File: src/rtl/uart_tx_fifo_if.sv
// uart_tx_fifo_if: CPU write port and UART status/serial bundle
// Signals:
//   uart_w_enable  CPU -> UART  write strobe, one byte per high cycle
//   uart_w_data    CPU -> UART  byte to queue
//   uart_w_ready   UART -> CPU  FIFO has room
//   tx             UART -> line 8N1 serial output, idle high
//   busy           UART -> CPU  frame in flight or bytes queued
//   fifo_count     UART -> CPU  queued bytes, excluding the one being shifted
//   overflow       UART -> CPU  sticky: a write was dropped while full
interface uart_tx_fifo_if #(
    parameter int DEPTH_LOG2 = 3
);
    logic                uart_w_enable;
    logic [7:0]          uart_w_data;
    logic                uart_w_ready;
    logic                tx;
    logic                busy;
    logic [DEPTH_LOG2:0] fifo_count;
    logic                overflow;
    modport master (
        output uart_w_enable, uart_w_data,
        input  uart_w_ready, tx, busy, fifo_count, overflow
    );
    modport slave (
        input  uart_w_enable, uart_w_data,
        output uart_w_ready, tx, busy, fifo_count, overflow
    );
endinterface

File: src/rtl/uart_tx_fifo.sv
// uart_tx_fifo: byte FIFO feeding an 8N1 UART transmitter
// Ports:
//   clk  system clock, rising edge
//   rst  asynchronous active-low reset
//   bus  uart_tx_fifo_if.slave: CPU write port, serial tx and status
module uart_tx_fifo #(
    parameter int CLKS_PER_BIT = 868,
    parameter int DEPTH_LOG2   = 3
) (
    input  logic          clk,
    input  logic          rst,
    uart_tx_fifo_if.slave bus
);
    localparam int CW = DEPTH_LOG2 + 1;
    localparam logic [CW-1:0] FULL = CW'(1 << DEPTH_LOG2);
    localparam logic [15:0] BAUD_MAX = 16'(CLKS_PER_BIT - 1);
    localparam logic [1:0] IDLE = 2'd0, START = 2'd1, DATA = 2'd2, STOP = 2'd3;
    logic [7:0]            mem_q [1 << DEPTH_LOG2];
    logic [DEPTH_LOG2-1:0] wp_q, wp_d, rp_q, rp_d;
    logic [CW-1:0]         cnt_q, cnt_d;
    logic                  ovf_q, ovf_d;
    logic [1:0]            state_q, state_d;
    logic [15:0]           baud_q, baud_d;
    logic [2:0]            idx_q, idx_d;
    logic [7:0]            sh_q, sh_d;
    logic                  tx_q, tx_d;
    logic                  push, pop, baud_end;
    assign baud_end = baud_q == BAUD_MAX;
    // Fullness is judged before the edge, so a same-edge pop never frees room for a write.
    assign push = bus.uart_w_enable && cnt_q != FULL;
    // Pop when idle, or at the end of a stop bit so the next start bit follows with no gap.
    assign pop = cnt_q != '0 && (state_q == IDLE || (state_q == STOP && baud_end));
    always_comb begin
        wp_d    = push ? wp_q + 1'b1 : wp_q;
        rp_d    = pop ? rp_q + 1'b1 : rp_q;
        cnt_d   = cnt_q + CW'(push) - CW'(pop);
        ovf_d   = ovf_q || (bus.uart_w_enable && cnt_q == FULL);
        state_d = state_q;
        baud_d  = baud_end ? '0 : baud_q + 1'b1;
        idx_d   = idx_q;
        sh_d    = sh_q;
        case (state_q)
            IDLE: begin
                baud_d = '0;
                if (pop) begin
                    state_d = START;
                    sh_d    = mem_q[rp_q];
                end
            end
            START: if (baud_end) begin
                state_d = DATA;
                idx_d   = '0;
            end
            DATA: if (baud_end) begin
                sh_d  = sh_q >> 1;
                idx_d = idx_q + 1'b1;
                if (idx_q == 3'd7) state_d = STOP;
            end
            default: if (baud_end) begin
                state_d = pop ? START : IDLE;
                if (pop) sh_d = mem_q[rp_q];
            end
        endcase
        // tx is derived from the next state so the line register changes on the same edge as the FSM.
        tx_d = state_d == START ? 1'b0 : state_d == DATA ? sh_d[0] : 1'b1;
    end
    always_ff @(posedge clk) begin
        if (push) mem_q[wp_q] <= bus.uart_w_data;
    end
    always_ff @(posedge clk or negedge rst) begin
        if (!rst) begin
            wp_q    <= '0;
            rp_q    <= '0;
            cnt_q   <= '0;
            ovf_q   <= 1'b0;
            state_q <= IDLE;
            baud_q  <= '0;
            idx_q   <= '0;
            sh_q    <= '0;
            tx_q    <= 1'b1;
        end else begin
            wp_q    <= wp_d;
            rp_q    <= rp_d;
            cnt_q   <= cnt_d;
            ovf_q   <= ovf_d;
            state_q <= state_d;
            baud_q  <= baud_d;
            idx_q   <= idx_d;
            sh_q    <= sh_d;
            tx_q    <= tx_d;
        end
    end
    assign bus.uart_w_ready = cnt_q != FULL;
    assign bus.tx           = tx_q;
    assign bus.busy         = state_q != IDLE || cnt_q != '0;
    assign bus.fifo_count   = cnt_q;
    assign bus.overflow     = ovf_q;
endmodule

File: src/flat_wrapper.sv
// flat-port wrapper written by rule: the top's interface ports become plain ports
module uart_tx_fifo_flat 
#(
    parameter int CLKS_PER_BIT = 868,
    parameter int DEPTH_LOG2   = 3
)
  (clk, rst, bus_uart_w_enable, bus_uart_w_data, bus_uart_w_ready, bus_tx, bus_busy, bus_fifo_count, bus_overflow);
  uart_tx_fifo_if #(.DEPTH_LOG2(DEPTH_LOG2)) bus_i ();
  input  logic clk;
  input  logic rst;
  input wire logic [$bits(bus_i.uart_w_enable)-1:0] bus_uart_w_enable;
  input wire logic [$bits(bus_i.uart_w_data)-1:0] bus_uart_w_data;
  output wire logic [$bits(bus_i.uart_w_ready)-1:0] bus_uart_w_ready;
  output wire logic [$bits(bus_i.tx)-1:0] bus_tx;
  output wire logic [$bits(bus_i.busy)-1:0] bus_busy;
  output wire logic [$bits(bus_i.fifo_count)-1:0] bus_fifo_count;
  output wire logic [$bits(bus_i.overflow)-1:0] bus_overflow;
  assign bus_i.uart_w_enable = bus_uart_w_enable;
  assign bus_i.uart_w_data = bus_uart_w_data;
  assign bus_uart_w_ready = bus_i.uart_w_ready;
  assign bus_tx = bus_i.tx;
  assign bus_busy = bus_i.busy;
  assign bus_fifo_count = bus_i.fifo_count;
  assign bus_overflow = bus_i.overflow;
  uart_tx_fifo #(.CLKS_PER_BIT(CLKS_PER_BIT), .DEPTH_LOG2(DEPTH_LOG2)) u_core (.clk(clk), .rst(rst), .bus(bus_i));
endmodule
File: config.mk
export PLATFORM = sky130hd
export DESIGN_NAME = uart_tx_fifo_flat
export DESIGN_NICKNAME = d
export VERILOG_FILES = /design/src/rtl/uart_tx_fifo_if.sv /design/src/rtl/uart_tx_fifo.sv /design/src/flat_wrapper.sv
export SDC_FILE = /design/constraint.sdc
export NUM_CORES = 1
export LEC_CHECK = 0
export CAP_MARGIN = 20
export CELL_PAD_IN_SITES_DETAIL_PLACEMENT = 1
export CELL_PAD_IN_SITES_GLOBAL_PLACEMENT = 1
export CORE_MARGIN = 5
export CORE_UTILIZATION = 46
export DETAILED_ROUTE_END_ITERATION = 12
export PLACE_DENSITY_LB_ADDON = 0.1
export SLEW_MARGIN = 25
export SYNTH_ARGS = -nofsm -noshare
export SYNTH_HDL_FRONTEND = slang
export SYNTH_SLANG_ARGS = --single-unit
File: constraint.sdc
create_clock -name clk -period 2.3 [get_ports clk]
set_input_delay 0.575 -clock clk [delete_from_list [all_inputs] [get_ports clk]]
set_output_delay 0.575 -clock clk [all_outputs]
set_load 0.01 [all_outputs]
==> metrics.cfg, run 1 <==
[power]
seqPwrFrac_pct = 52.8
power_mw = 4.46
ir_drop_uv = 618
power_density_mw_per_mm2 = 797
p_clk_share_pct = 24.0
combPwrFrac_pct = 23.2
p_leak_nw = 2.16
p_switching_mw = 1.26
p_int_mw = 3.20
swShare_pct = 28.3

[synth]
synth_nets = 350
synth_top_area_share_pct = 41.0
synthCells = 323
yosys.area.top_type = edfxtp_1
ys_seq_area_share_pct = 62.9
synth.distinct_cells = 51
synthTopCellsByArea = edfxtp_1, dfrtp_1, mux4_2
yosys_warnings = 0
async_reset_ff_share_pct = 39.0
ys_ff_latch = 105
synth_ff_type = edfxtp_1
avgSynthCellArea_um2 = 14.5
synth_edf_count = 64
synthesis.area_mm2 = 0.00469

[drt]
antenna_left = 0
routedWlPerCell_um = 18.6
dr.pass1.iters = 4
drc_errors = 0
wl_um = 9750
drt-vias-per-instance = 5.31
vias = 2778
drt-initial-drc-count = 81

[layout]
instances_no_fill = 523
fillCellCount = 960
num-nets-final = 412
final_layout_size_suffix_gt1_share_pct = 28.5
final_core_util_pct = 56.8
multi_input_area_mm2 = 0.00173
fin_area_mm2 = 0.00561
seq_area_mm2 = 0.00295
syn2layout_area_growth_pct = 19.6
n_antenna_cell = 0

[setup_path]
critical_path.top_delay_family = adder cells
cp.required_ns = 2.56
r2r_end = u_core.bus.fifo_count[1]$_DFF_PN0_
cp.arrival_ns = 2.59
crit_type = reg -> reg
cp_slowest_cell = fa_2
crit_chain = inv_2 > ha_4 > or3b_4 > o21ai_2 > and2b_4 > ha_4 > inv_4 > ha_4 > inv_2 > fa_2 > inv_2
rr_worst_depth = 11
cp_num_cells = 11
cpPeakStageDelay_ns = 0.52
cp-end-kind = flop
cp-start-kind = flop
cp-endpoint = u_core.bus.fifo_count[1]$_DFF_PN0_
r2r_slack_ns = -0.02
timing.rr.start = u_core.bus.fifo_count[2]$_DFF_PN0_
cp-startpoint = u_core.bus.fifo_count[2]$_DFF_PN0_
cp_num_buf_inv = 4
path_max_fanout = 2

[clocking]
insertion_delay_ns = 0.37
h-tree-depth = 3
cts-buffers-inserted = 9
cts.sinks = 105
holdBufCountCts = 0
tritoncts = done
cts_buffer_depth = 2
root_buffer = clkbuf_8
clkSlewWorstSetupHoldPaths_ns = 0.10

[global_routing]
grt.overflow.total = 0
grt_pass1_vias = 3061
antenna_found_initial = 0
grt_max_degree = 20
grt_pass1_wl_um = 16200
grt_usage_pct = 16.8

[sta]
setup_slack_ns = -0.0248
period_share_pct = 101
hold_viol_final = 0
post-route-min-period_ns = 2.32
slew_headroom_pct = 54.6
fin_tns_setup_ns = -0.0248
worst_pin_slew_ns = 0.681
setup_violations = 1
grt_setup_unrepaired = true
finalMaxSlewViolations = 0
clock.fmax_mhz = 430
fin_worst_skew_ns = 0.0105

[floorplan]
die_h_um = 111
io_pins = 19
core_region_area_mm2 = 0.00986
core.rowCount = 36
dieArea_mm2 = 0.0123
initial_core_util_pct = 47.5
die_w_um = 111

[place]
gp_congestion = 0.746
dp.cells = 501
placed_cell_area_mm2 = 0.00532
hpwl_um = 6740
portBuffers = 18

[flow_run]
drv_cap = 0

[hold_path]
hp-class = in -> async

[run_status]
status = finished, violations left
violations = setup timing

[flip-flops by register name, indices dropped and copies added (netlist names)]
register and cells:
u_core.rp_q 3, u_core.baud_q 16, u_core.wp_q 3, u_core.bus.fifo_count 4, u_core.sh_q 8, u_core.state_q 2, u_core.mem_q 64, u_core.bus.tx 1
u_core.bus.overflow 1, u_core.idx_q 3
[synthesized netlist by cell type, types with 3 or more instances]
library cell  instances
buf_2                 5
edfxtp_1             64
xor2_1                9
and3_1                7
mux2_2                4
o21ai_0              12
mux2i_1              10
clkbuf_1              3
nor2_1               32
mux4_2               16
a22o_1                5
nand2b_1              5
nand2_1              16
ha_1                 15
xnor2_1              10
a21oi_1              11
dfrtp_1              40
nand3_1               7
inv_1                15
[placed cells by master (no fill, tap or decap), types with 2 or more instances in the layout]
cell / instances
xnor2_1: 9
ha_1: 9
and3_1: 7
nand2b_1: 5
nor2b_1: 2
nor3b_2: 2
nor3_1: 2
a22o_1: 5
xor2_1: 9
ha_4: 6
clkdlybuf4s50_1: 15
inv_8: 2
clkbuf_8: 9
inv_1: 10
edfxtp_1: 64
nand3_1: 6
nand4b_1: 2
a21o_1: 2
nor4_4: 2
dlygate4sd2_1: 2
inv_6: 3
mux2_2: 4
inv_2: 4
dfrtp_1: 40
a21oi_1: 10
nor2_1: 32
mux2i_1: 10
mux4_2: 16
buf_4: 43
o21ai_0: 11
nand2_1: 16
[worst min-delay path by stage]
stage | to | slack (ns) | depth (start not counted)
after global routing | u_core.baud_q[13]$_DFF_PN0_ | 0.1 | 1
final | u_core.baud_q[13]$_DFF_PN0_ | 0.10 | 1
after global placement | u_core.bus.overflow$_DFF_PN0_ | 0.45 | 1
after CTS | u_core.baud_q[13]$_DFF_PN0_ | 0.09 | 1
after floorplan | u_core.baud_q[0]$_DFF_PN0_ | 0.28 | 0
after detailed placement | u_core.bus.overflow$_DFF_PN0_ | 0.46 | 1
[area by class of cell]
class	instances	area share [%]
timing repair buffer	62	9.20
inverter	15	1.05
clock inverter	7	1.03
clock buffer	9	2.21
tap	133	2.97
sequential	105	52.6
multi-input combinational	192	30.9
[metal layers]
metal  vias up  wire [um]  GRT usage [%]
met5         -          0              0
met4         0         85           3.69
met3         7        257           4.09
met2        33       5150           29.8
met1      1425       4270           20.8
li1       1313          -              -
[power by group through the flow]
stage	sequential, mW	combinational, mW	clock [mW]
after global placement	2.38	0.901	0
after floorplan	2.41	0.457	0
after global routing	2.38	1.15	1.22
final	2.36	1.04	1.07
after detailed placement	2.40	0.948	0
after CTS	2.36	0.951	1.12
[through the flow]
step | setup WS [ns] | hold WS [ns]
6_report | -0.0248 | 0.103
5_1_grt | -0.123 | 0.0970
4_1_cts | -0.0712 | 0.0916
3_5_place_dp | -0.108 | 0.460
3_3_place_gp | -0.0267 | 0.450
2_1_floorplan | -0.139 | 0.279
[cells by family (layout without fill, tap and decap cells)]
kind of cell | after synthesis | count (layout) | share of synthesized area [%]
buffers and inverters | 26 | 93 | 2.54
adders and majority gates | 16 | 16 | 4.43
AOI/OAI and AO/OA | 40 | 40 | 5.52
muxes | 30 | 30 | 10.8
DFF | 105 | 105 | 62.9
xor gates and xnor gates | 19 | 19 | 3.55
and+or+nand+nor | 87 | 87 | 10.3
[worst reg2reg max path: stages, from the launching register on]
cell and delay, ns:
dfrtp_1 0.40, inv_2 0.09, ha_4 0.12, or3b_4 0.38, o21ai_2 0.07, and2b_4 0.21, ha_4 0.21, inv_4 0.05
ha_4 0.12, inv_2 0.03, fa_2 0.52, inv_2 0.03
[repair_timing]
action / CTS / global route
gates resized for setup: 5 / 10
endpoints found under the hold margin: 0 / 0
pin swaps: 0 / 4
setup endpoints to repair: 5 / 4
setup buffers: 1 / 5
Note: power is estimated with default switching activity, not from simulation.
==> run 2: changes to the inputs <==
--- a/config.mk
+++ b/config.mk
@@ -5,11 +5,13 @@
 export SDC_FILE = /design/constraint.sdc
 export NUM_CORES = 1
 export LEC_CHECK = 0
+export ABC_CLOCK_PERIOD_IN_PS = 2850
 export CAP_MARGIN = 20
 export CELL_PAD_IN_SITES_DETAIL_PLACEMENT = 1
 export CELL_PAD_IN_SITES_GLOBAL_PLACEMENT = 1
+export CORE_ASPECT_RATIO = 1.2
 export CORE_MARGIN = 5
-export CORE_UTILIZATION = 46
+export CORE_UTILIZATION = 55
 export DETAILED_ROUTE_END_ITERATION = 12
 export PLACE_DENSITY_LB_ADDON = 0.1
 export SLEW_MARGIN = 25
==> constraint.sdc (replaced) <==
create_clock -name clk -period 2.85 [get_ports clk]
set_input_delay 0.7125 -clock clk [delete_from_list [all_inputs] [get_ports clk]]
set_output_delay 0.7125 -clock clk [all_outputs]
set_load 0.01 [all_outputs]
==> run 2 against run 1 <==
- the flow now finishes without violations
- via count down 4.7%
- cell count fell by 8.4%
- power is 21% lower
- sequential share of layout area increased by 3.2 points
- non-clock buffer count fell by 28
- critical path depth did not move
- global-route usage increased by 2.5 points
- die area fell by 15%
- register-to-register slack gained 0.19 ns
==> metrics.cfg, run 2 (synthesized netlist as in run 1, its figures left out) <==
[layout]
seq_area_mm2 = 0.00295  ; unchanged
final_layout_size_suffix_gt1_share_pct = 18.8  ; -9.7 points
layout_common_cells = edfxtp_1, dfrtp_1, nor2_1, clkdlybuf4s50_1, buf_4
regMostFlops = u_core.mem_q
reg_top3 = u_core.mem_q: 64 flops, u_core.baud_q: 16 flops, u_core.sh_q: 8 flops
fin_area_mm2 = 0.00528  ; -5.8%
num-nets-final = 384  ; -6.8%
largest_reg_flops = 64  ; unchanged
multi_input_area_mm2 = 0.00162  ; -6.3%
layout_commonest_cell = edfxtp_1
fillCellCount = 791  ; -18%
n_antenna_cell = 0  ; unchanged
syn2layout_area_growth_pct = 12.7

[floorplan]
io_pins = 19  ; unchanged
initial_core_util_pct = 55.3  ; +7.8 points
core_region_area_mm2 = 0.00847  ; -14%
dieArea_mm2 = 0.0105  ; -15%
core.rowCount = 37  ; +2.8%
die_h_um = 111  ; +0.16%
die_w_um = 94.3  ; -15%

[sta]
hold_ws_ns = 0.325  ; +0.222 ns
slew_headroom_pct = 46.8  ; -7.8 points
clock.fmax_mhz = 372  ; -13%
hold_viol_final = 0  ; unchanged
fin_worst_skew_ns = 0.00486  ; -0.00564 ns
grt_setup_unrepaired = false
post-route-min-period_ns = 2.69  ; +0.361 ns
finalMaxSlewViolations = 0  ; unchanged
period_share_pct = 94.2  ; -6.9 points
setup_slack_ns = 0.165  ; +0.189 ns
fin_tns_setup_ns = 0  ; +0.0248 ns
setup_violations = 0  ; -1
worst_pin_slew_ns = 0.798  ; +0.118 ns

[clocking]
h-tree-depth = 3  ; unchanged
cts.sinks = 105  ; unchanged
clkSlewWorstSetupHoldPaths_ns = 0.10  ; about the same
tritoncts = done
insertion_delay_ns = 0.37  ; about the same
holdBufCountCts = 0  ; unchanged
root_buffer = clkbuf_8
cts-buffers-inserted = 9  ; unchanged
cts_buffer_depth = 2  ; unchanged

[place]
placed_cell_area_mm2 = 0.00507  ; -4.7%
gp_congestion = 0.731  ; -2.0%
hpwl_um = 6360  ; -5.7%
portBuffers = 18  ; unchanged
place_ws_ns = 0.0903  ; +0.199 ns

[setup_path]
cp_num_buf_inv = 3  ; -1
path_max_fanout = 5  ; +3
r2r_end = u_core.bus.fifo_count[2]$_DFF_PN0_
timing.rr.start = u_core.bus.fifo_count[2]$_DFF_PN0_
r2r_slack_ns = 0.16  ; +0.19 ns
cp_slowest_cell = or3b_2
critical_path.top_delay_family = adder cells
cp.required_ns = 3.11  ; +0.55 ns
cp-end-kind = flop
cp.arrival_ns = 2.95  ; +0.36 ns
rr_worst_depth = 11  ; unchanged
cpPeakStageDelay_ns = 0.53  ; about the same
cp-start-kind = flop
crit_type = reg -> reg
crit_chain = inv_1 > ha_1 > or3b_2 > o21ai_2 > and2b_4 > ha_1 > inv_1 > ha_1 > inv_1 > fa_1 > xnor2_1

[drt]
wl_um = 8990  ; -7.8%
drc_errors = 0  ; unchanged
routedWlPerCell_um = 18.8  ; +0.69%
drt-vias-per-instance = 5.53  ; +4.0%
vias = 2647  ; -4.7%
antenna_left = 0  ; unchanged
drt-initial-drc-count = 54  ; -33%
dr.pass1.iters = 4  ; unchanged

[global_routing]
grt_pass1_vias = 2908  ; -5.0%
grt_usage_pct = 19.3  ; +2.5 points
grt_pass1_wl_um = 15200  ; -6.2%
antenna_found_initial = 0  ; unchanged
grt_max_degree = 42  ; +110%
grt.overflow.total = 0  ; unchanged

[run_status]
status = finished clean

[power]
p_leak_nw = 2.01  ; -6.9%
power_mw = 3.51  ; -21%
ir_drop_uv = 387  ; -37%
power_density_mw_per_mm2 = 665  ; -16%

[hold_path]
hp-class = in -> async

[flow_run]
drv_cap = 0  ; unchanged

==> run 2: stage by stage <==
stage,utilization (%),std cells
final,62.4,479
after global routing,62.4,479
after CTS,62.3,479
after detailed placement,59.8,463
after global placement,59.8,463
after floorplan,-,323
==> run 2: worst max path at each step <==
stage                                            start                                  to  cells past startpoint
finish              u_core.bus.fifo_count[2]$_DFF_PN0_  u_core.bus.fifo_count[2]$_DFF_PN0_                     11
global route        u_core.bus.fifo_count[2]$_DFF_PN0_  u_core.bus.fifo_count[2]$_DFF_PN0_                     11
CTS                 u_core.bus.fifo_count[2]$_DFF_PN0_  u_core.bus.fifo_count[2]$_DFF_PN0_                     11
detailed placement  u_core.bus.fifo_count[2]$_DFF_PN0_  u_core.bus.fifo_count[2]$_DFF_PN0_                     11
global placement    u_core.bus.fifo_count[2]$_DFF_PN0_  u_core.bus.fifo_count[2]$_DFF_PN0_                     11
floorplan           u_core.bus.fifo_count[2]$_DFF_PN0_  u_core.bus.fifo_count[2]$_DFF_PN0_                     11
==> run 2: cell type report <==
class	count	share of cell area, %
inverters	15	1.07
well taps	117	2.77
repair buffers	34	5.64
clock buffers	9	2.34
multi-input cells	192	30.7
flip-flops and latches	105	55.8
clock inverters	7	1.61
==> run 2: layer usage <==
layer	track usage [%]	wire length (um)	share of wire [%]	vias to the layer above
met2	35.5	5170	57	31
met4	5.78	108	1.2	0
li1	-	-	-	1247
met5	0	0	0	-
met3	3.67	181	2.0	10
met1	22.4	3540	39	1359
==> run 2: repair_timing <==
item                       CTS  global route
buffers inserted             0             0
hold endpoints to repair     0             0
gates resized for setup      0             2
setup endpoints to repair    0             2
==> run 2: power breakdown <==
part / internal (mW) / leakage [nW] / total [mW] / switching [mW]
clock network: 0.425 / 0.100 / 0.966 / 0.541
registers: 1.82 / 1.09 / 1.91 / 0.0916
logic: 0.299 / 0.820 / 0.634 / 0.335
==> run 3: changes to the inputs <==
--- a/config.mk
+++ b/config.mk
@@ -13,6 +13,7 @@
 export CORE_MARGIN = 5
 export CORE_UTILIZATION = 55
 export DETAILED_ROUTE_END_ITERATION = 12
+export GPL_TIMING_DRIVEN = 0
 export PLACE_DENSITY_LB_ADDON = 0.1
 export SLEW_MARGIN = 25
 export SYNTH_ARGS = -nofsm -noshare
==> run 3 against run 2 <==
- cell count up 0.42%
- cell area about the same
- worst hold slack worse by 0.029 ns
- global-route usage down 0.37 points
- routed wire length up 2.9%
- critical path depth down 6
- sequential power about the same
- clock skew up 0.010 ns
- maximum frequency down 1.4%
==> metrics.cfg, run 3 (synthesized netlist as in run 1, its figures left out) <==
[sta]
hold_ws_ns = 0.296  ; -0.0293 ns
setup_slack_ns = 0.126  ; -0.0390 ns
fin_worst_skew_ns = 0.0150  ; +0.0101 ns
setup_violations = 0  ; unchanged
finalMaxSlewViolations = 0  ; unchanged
period_share_pct = 95.6  ; +1.4 points
fin_tns_setup_ns = 0  ; unchanged
worst_pin_slew_ns = 0.996  ; +0.198 ns
hold_viol_final = 0  ; unchanged
slew_headroom_pct = 33.3  ; -13 points
clock.fmax_mhz = 367  ; -1.4%
post-route-min-period_ns = 2.72  ; +0.0390 ns

[global_routing]
grt_max_degree = 24  ; -43%
antenna_found_initial = 0  ; unchanged
grt.overflow.total = 0  ; unchanged
grt_usage_pct = 19.0  ; -0.37 points
grt_pass1_vias = 2942  ; +1.2%
grt_pass1_wl_um = 15200  ; about the same

[setup_path]
cpPeakStageDelay_ns = 0.49  ; -0.04 ns
cp_slowest_cell = clkdlybuf4s50_1
cp.required_ns = 2.14  ; -0.97 ns
r2r_end = u_core.bus.fifo_count[2]$_DFF_PN0_
cp-end-kind = output port
timing.rr.start = u_core.baud_q[0]$_DFF_PN0_
rr_worst_depth = 12  ; +1
path_max_fanout = 3  ; -2
crit_chain = inv_1 > ha_1 > nor3b_1 > nand2_1 > clkdlybuf4s50_1
cp.arrival_ns = 2.01  ; -0.94 ns
r2r_slack_ns = 0.25  ; +0.09 ns
cp-start-kind = flop
crit_type = reg -> out

[clocking]
tritoncts = done
root_buffer = clkbuf_8
cts_buffer_depth = 2  ; unchanged
h-tree-depth = 3  ; unchanged
cts.sinks = 105  ; unchanged
clkSlewWorstSetupHoldPaths_ns = 0.11  ; about the same
insertion_delay_ns = 0.36  ; about the same
cts-buffers-inserted = 9  ; unchanged

[place]
portBuffers = 18  ; unchanged
place_ws_ns = -0.183  ; -0.273 ns
gp_congestion = 0.710  ; -2.8%
hpwl_um = 6570  ; +3.4%

[power]
swShare_pct = 28.4  ; +0.87 points
p_int_mw = 2.44  ; -4.1%
p_clk_share_pct = 25.9  ; -1.6 points
p_leak_nw = 2.01  ; about the same
power_density_mw_per_mm2 = 645  ; -3.1%
ir_drop_uv = 386  ; -0.27%
p_switching_mw = 0.969  ; about the same
combPwrFrac_pct = 17.3  ; -0.7 points
seqPwrFrac_pct = 56.7  ; +2.2 points

[layout]
n_antenna_cell = 0  ; unchanged
regMostFlops = u_core.mem_q
largest_reg_flops = 64  ; unchanged
layout_commonest_cell = edfxtp_1
reg_top3 = u_core.mem_q: 64 flops, u_core.baud_q: 16 flops, u_core.sh_q: 8 flops
final_layout_size_suffix_gt1_share_pct = 18.7  ; -0.10 points
syn2layout_area_growth_pct = 12.8  ; about the same
fillCellCount = 827  ; +4.6%
layout_common_cells = edfxtp_1, dfrtp_1, nor2_1, clkdlybuf4s50_1
num-nets-final = 386  ; +0.52%

[drt]
antenna_left = 0  ; unchanged
wl_um = 9250  ; +2.9%
dr.pass1.iters = 4  ; unchanged
routedWlPerCell_um = 19.2  ; +2.4%
drt-initial-drc-count = 83  ; +54%
vias = 2687  ; +1.5%
drt-vias-per-instance = 5.59  ; +1.1%
drc_errors = 0  ; unchanged

[floorplan]
die_w_um = 94.3  ; unchanged
core.rowCount = 37  ; unchanged
core_region_area_mm2 = 0.00847  ; unchanged
die_h_um = 111  ; unchanged
io_pins = 19  ; unchanged
initial_core_util_pct = 55.3  ; unchanged
dieArea_mm2 = 0.0105  ; unchanged

[run_status]
status = finished clean

[hold_path]
hp-class = in -> async

[flow_run]
drv_cap = 0  ; unchanged

run 3: cell count changes in the layout (fill, tap and decap cells not counted), sizes merged:
cell / delta
bufinv: -1
inv: -1
clkinv: +3
clkinvlp: -2
clkbuf: +4
buf: -1
run 3: routing by layer:
metal | part of all wire, % | track usage (%)
met3 | 2.0 | 3.12
met5 | 0 | 0
met4 | 1.1 | 4.34
met2 | 55 | 34.7
met1 | 41 | 23.1
run 3: worst max-delay path: cells and delay by family, from the launching register on:
kind                     cells  cell delay, ns
AND/OR/NAND/NOR              2            0.50
adder cells (fa/ha/maj)      1            0.17
flip-flops                   1            0.39
buffers and inverters        2            0.59
run 3: final cells by class:
cell class              count  area [um2]  share of cell area [%]
flip-flops and latches    105        2950                    55.8
multi-input cells         192        1640                    30.9
repair buffers             25         248                    4.69
well taps                 117         146                    2.77
clock buffers              10         128                    2.41
clock inverters             6        62.6                    1.18
plain buffers              11        62.6                    1.18
inverters                  15        56.3                    1.06
run 3: metrics by stage:
stage          power, mW  cell area, um2  util (%)  instances
2_1_floorplan       2.28            4690         -        323
3_3_place_gp        2.49            5010      59.2        458
3_5_place_dp        2.57            5060      59.8        461
4_1_cts             3.44            5260      62.1        478
5_1_grt             3.59            5290      62.4        481
6_report            3.41            5290      62.4        481
run 3: how the worst max path moves through the flow:
stage,from,to
2_1_floorplan,u_core.bus.fifo_count[2]$_DFF_PN0_,u_core.bus.fifo_count[2]$_DFF_PN0_
3_3_place_gp,bus_uart_w_enable,u_core.mem_q[1][7]$_DFFE_PP_
3_5_place_dp,bus_uart_w_enable,u_core.mem_q[2][7]$_DFFE_PP_
4_1_cts,u_core.bus.fifo_count[2]$_DFF_PN0_,bus_busy
5_1_grt,u_core.baud_q[0]$_DFF_PN0_,u_core.bus.fifo_count[2]$_DFF_PN0_
6_report,u_core.bus.fifo_count[2]$_DFF_PN0_,bus_busy
run 3: what timing repair did:
action                                  CTS  global route
gates resized for setup                   0             3
setup buffers                             1             3
hold buffers                              0             0
endpoints found under the setup margin    3             3
run 3: power groups by stage:
stage / registers [mW] / logic (mW) / clock network [mW]
floorplan: 1.95 / 0.333 / 0
global placement: 1.94 / 0.550 / 0
detailed placement: 1.97 / 0.603 / 0
CTS: 1.94 / 0.607 / 0.900
global route: 1.96 / 0.663 / 0.968
finish: 1.93 / 0.591 / 0.883
